File: src/rtl/default_port_rx.sv
// Receive side of an 8-bit producer port: buffers bytes in a small FIFO and
// watches for a source that appears stuck at its tie-off default value.
// Latency 1 cycle push-to-out_data; in_ready drops when the FIFO is full.
module default_port_rx #(
    parameter logic [7:0] DEFAULT_VALUE = 8'd123,
    parameter int         DEPTH         = 4,
    parameter int         STUCK_LIMIT   = 8
) (
    input  logic        clk,
    input  logic        rst,
    input  logic [7:0]  in_data,
    input  logic        in_valid,
    output logic        in_ready,
    output logic [7:0]  out_data,
    output logic        out_valid,
    input  logic        out_ready,
    output logic [15:0] hit_count,
    output logic        stuck,
    input  logic        clear
);

    localparam int AW = (DEPTH > 1) ? $clog2(DEPTH) : 1;
    localparam int CW = $clog2(DEPTH) + 1;

    typedef enum logic [1:0] {
        IDLE  = 2'd0,
        RUN   = 2'd1,
        STUCK = 2'd2
    } mon_state_t;

    logic [7:0]    mem [DEPTH];
    logic [AW-1:0] wr_ptr;
    logic [AW-1:0] rd_ptr;
    logic [AW-1:0] rd_ptr_next;
    logic [CW-1:0] count;
    logic [CW-1:0] count_next;
    logic [CW-1:0] count_after_pop;
    logic [7:0]    out_data_q;
    logic [7:0]    head_next;
    logic          push;
    logic          pop;

    mon_state_t    state_q;
    mon_state_t    state_d;
    logic [7:0]    run_q;
    logic [7:0]    run_d;
    logic [7:0]    run_inc;
    logic [15:0]   hit_q;
    logic [15:0]   hit_d;
    logic          is_hit;

    assign in_ready  = (count != CW'(DEPTH));
    assign out_valid = (count != '0);
    assign push      = in_valid & in_ready;
    assign pop       = out_valid & out_ready;
    assign out_data  = out_data_q;
    assign hit_count = hit_q;
    assign stuck     = (state_q == STUCK);

    // out_data is a register, so the next head is precomputed; when the FIFO
    // is about to drain to zero the incoming byte becomes the head directly.
    always_comb begin
        rd_ptr_next     = rd_ptr + AW'(pop);
        count_after_pop = count - CW'(pop);
        count_next      = count_after_pop + CW'(push);
        head_next       = (count_after_pop == '0) ? in_data : mem[rd_ptr_next];
    end

    always_ff @(posedge clk) begin
        if (rst && push) begin
            mem[wr_ptr] <= in_data;
        end
    end

    always_ff @(posedge clk) begin
        if (!rst) begin
            wr_ptr     <= '0;
            rd_ptr     <= '0;
            count      <= '0;
            out_data_q <= 8'd0;
        end else begin
            if (push) begin
                wr_ptr <= wr_ptr + AW'(1);
            end
            rd_ptr <= rd_ptr_next;
            count  <= count_next;
            if (count_next != '0) begin
                out_data_q <= head_next;
            end
        end
    end

    always_ff @(posedge clk) begin
        if (!rst) begin
            state_q <= IDLE;
            run_q   <= 8'd0;
            hit_q   <= 16'd0;
        end else begin
            state_q <= state_d;
            run_q   <= run_d;
            hit_q   <= hit_d;
        end
    end

    // Monitor only advances on accepted pushes; clear wins over a same-cycle push.
    always_comb begin
        state_d = state_q;
        run_d   = run_q;
        hit_d   = hit_q;
        is_hit  = (in_data == DEFAULT_VALUE);
        run_inc = run_q + 8'd1;
        if (clear) begin
            state_d = IDLE;
            run_d   = 8'd0;
            hit_d   = 16'd0;
        end else if (push) begin
            if (is_hit && (hit_q != 16'hFFFF)) begin
                hit_d = hit_q + 16'd1;
            end
            case (state_q)
                IDLE, RUN: begin
                    if (is_hit) begin
                        run_d   = run_inc;
                        state_d = (run_inc >= 8'(STUCK_LIMIT)) ? STUCK : RUN;
                    end else begin
                        run_d   = 8'd0;
                        state_d = IDLE;
                    end
                end
                STUCK: begin
                    state_d = STUCK;
                end
                default: begin
                    state_d = IDLE;
                    run_d   = 8'd0;
                end
            endcase
        end
    end

endmodule

File: config.mk
export PLATFORM = sky130hd
export DESIGN_NAME = default_port_rx
export DESIGN_NICKNAME = d
export VERILOG_FILES = /design/src/rtl/default_port_rx.sv
export SDC_FILE = /design/constraint.sdc
export NUM_CORES = 1
export LEC_CHECK = 0
export ABC_CLOCK_PERIOD_IN_PS = 2600
export BUFFER_PORTS_ARGS = -buffer_cell sky130_fd_sc_hd__buf_2
export CAP_MARGIN = 20
export CORE_MARGIN = 5
export CORE_UTILIZATION = 52
export DETAILED_ROUTE_END_ITERATION = 6
export GPL_ROUTABILITY_DRIVEN = 0
export PLACE_DENSITY = 0.85
export SYNTH_ARGS = -nofsm -noshare
export SYNTH_HDL_FRONTEND = slang
export SYNTH_SLANG_ARGS = --single-unit
File: constraint.sdc
create_clock -name clk -period 2.6 [get_ports clk]
set_clock_uncertainty 0.15 [all_clocks]
set_input_delay 0.26 -clock clk [delete_from_list [all_inputs] [get_ports clk]]
set_output_delay 0.26 -clock clk [all_outputs]
set_load 0.02 [all_outputs]
==> impl_metrics.ini <==
[die]
start_util_pct = 52.9
dieArea_um2 = 8120
placement_rows = 29
die_w_um = 90.1
core_area_um2 = 6310
die_y_um = 90.1
ios = 40

[synthesis]
synth_top_area_share_pct = 28.8
yosys_warnings = 0
synth.most_common_cell = dfxtp_1
synth_common_cells = dfxtp_1, nand2_1, edfxtp_1
netlist_area_um2 = 3340
yosys.area_share.adder_pct = 4.12
ys.flop_type = dfxtp_1
yosys-top-cells-area = edfxtp_1, dfxtp_1, mux4_2, ha_1, nand2_1
synth_seq_area_share_pct = 53.4
yosys.area.top_type = edfxtp_1
synth_top_family_by_area = simple AND/OR/NAND/NOR gates
synth_xor_area_share_pct = 4.16
synth-seq-cells = 73
syn_inst = 296
syn_area_per_cell_um2 = 11.3
synth_edf_count = 32
synth_fp_nets = 320
synth.area.mux_share_pct = 6.90
async_flop_share_pct = 0
synth_compound_area_share_pct = 9.82
synthSimpleGateAreaFrac_pct = 19.2
ys_types = 50

[cts]
cts_tree = yes
worstSkewPairLatency_ns = 0.35
clk_pin_slew_ns = 0.07
htreeDepth = 3
cts_root_buf = clkbuf_8
cts_buffers = 9
clock_path_buffers = 2
cts_sinks = 73

[route]
wl_met3_um = 387
vias = 2442
avgViaCountPerCell = 5.68
ant_nets = 0
wl_met1_um = 2950
routed.top_layer = met4
wl_per_cell_um = 16.0
drc = 0
drt_pre_antenna_iters = 4
wl_met2_um = 3480
wl_um = 6880
first_iter_violations = 136

[global_routing]
grt_overflow = 0
grtUsageTotal_pct = 17.6
grt_max_degree = 22
grt_pass1_vias = 2436
antenna_found_initial = 0
grt_pass1_wl_um = 11500

[power_and_ir_drop]
power_mw = 3.72
max-vdd-ir-drop_v = 0.000937
p_leak_nw = 1.55
p_per_area_nw_per_um2 = 925

[timing]
finalSetupViolCount = 0
rsz0062_at_grt = true
fin_setup_tns_ns = 0
fmax_mhz = 389
slew-limit-headroom_pct = 70.8
fin_ws_ns = 0.0266
hold_violations = 0
hold_ws_ns = 0.0237
worstMarginPinSlew_ns = 0.439
min_period_ns = 2.57
slew_violations = 0
finalCritPeriodShare_pct = 99.0

[cells_and_area]
nets = 372
stdcell_area_um2 = 4020
final.fill_count = 498
diodes = 0
drive_gt1_share_pct = 28.9
area_delta_synth_final_pct = 20.5

[critical_path]
crit_fanout = 8
crit_arrival_ns = 2.66
crit_type = flop to flop
cpMaxStageDelayCell = or3_4
critPathMaxStageDelay_ns = 0.45
cp_cell_sequence = or3_4, and2_4, ha_4, inv_2, ha_2, ha_4, xnor2_4, or3_4, o21ai_1, a31oi_1
cp.required_ns = 2.69
endpoint_kind = flop
crit_path_start_kind = flop

[placed_design]
dp_slack_ns = -0.0977
dpl.hpwl_um = 4910
io_buffers = 39
placed_area_um2 = 3700

[outcome]
status = finished, final reports clean

[hold_path]
hp-class = input pin to flop

[flow_run]
maxCapViolations = 0
-- power by group --
part	switching [mW]	internal, mW	leakage, nW	total (mW)
clock network	0.411	0.658	0.126	1.07
logic	0.673	0.612	0.800	1.29
registers	0.0492	1.32	0.624	1.36
-- worst paths after layout --
| check | startpoint | to | slack, ns | depth (start not counted) |
|---|---|---|---|---|
| setup / recovery | count[1] | out_data[3] | 0.03 | 10 |
| setup reg to reg | count[1] | out_data[3] | 0.03 | 10 |
| hold reg to reg | hit_count[1] | hit_count[1] | 0.34 | 2 |
| hold / removal | in_data[7] | mem[3][7] | 0.02 | 1 |
-- timing repair --
action,4_1_cts,5_1_grt
cloned,0,1
pin swaps,0,2
hold buffers,2,1
endpoints found under the hold margin,5,2
gates resized for setup,1,12
endpoints found under the setup margin,8,7
setup buffers,0,1
-- cells in the final DEF, fill, tap and decap left out, types with 3 or more instances in the layout --
cell           netlist  layout
inv_2                1       3
or3_1                7       5
o21ai_0             16       8
mux4_2               8       8
clkinv_2             0       3
dlygate4sd3_1        0       3
and3_1               8       8
ha_4                 0       3
dfxtp_1             41      40
bufinv_16            0       3
and2_1               8       7
nor2b_1              3       3
xnor2_1              9       8
edfxtp_1            32      32
nor3_1               5       5
buf_4                0       8
o21ai_2              1       3
mux2i_1              5       5
nand3_1              8       8
clkbuf_8             0      10
a31oi_1              8       8
ha_1                11       7
buf_2                2      39
nand2_1             34      34
a21oi_1             12      12
o211ai_1             3       3
inv_1                7       5
xor2_1               5       5
nor2_1              21      21
or3_4                0       3
o21ai_1              0       6
a211oi_1             3       3
-- metal layers --
layer | vias up | global-route usage (%)
li1 | 1192 | -
met4 | 0 | 4.59
met5 | - | 0
met2 | 68 | 29.2
met1 | 1175 | 21.6
met3 | 7 | 6.68
-- area by class of cell --
type / count / area [um^2] / share of cell area [%]
Multi-Input combinational cell: 205 / 1560 / 38.9
Timing Repair Buffer: 51 / 305 / 7.59
Clock buffer: 10 / 138 / 3.42
Tap cell: 77 / 96.3 / 2.40
Clock inverter: 6 / 105 / 2.61
Sequential cell: 73 / 1780 / 44.3
Inverter: 8 / 30.0 / 0.747
-- worst max-delay path, delay by kind of cell (launching register included) --
family          cells  cell delay (ns)
simple gates        3             0.98
fa+ha+maj           3             0.63
flops               1             0.32
compound gates      2             0.21
xor+xnor            1             0.14
buf+inv             1             0.03
-- kinds of logic (layout without fill, tap and decap cells) --
group	after synthesis	in the layout
DFF	73	73
xor gates and xnor gates	15	15
muxes	13	13
adders and majority gates	11	11
and+or+nand+nor	113	114
buffers and inverters	19	75
AOI/OAI and AO/OA	52	52
-- stage by stage --
| step | utilization (%) | std cells |
|---|---|---|
| 2_1_floorplan | - | 296 |
| 3_3_place_gp | 58.6 | 409 |
| 3_5_place_dp | 58.6 | 409 |
| 4_1_cts | 62.8 | 427 |
| 5_1_grt | 63.7 | 430 |
| 6_report | 63.7 | 430 |
-- registers in the layout (all words and copies together), names as in the netlist --
signal     cells
out_data       8
hit_count     16
run_q          8
rd_ptr         2
mem           32
state_q        2
wr_ptr         2
count          3
Power figures use the tool's default switching activity.
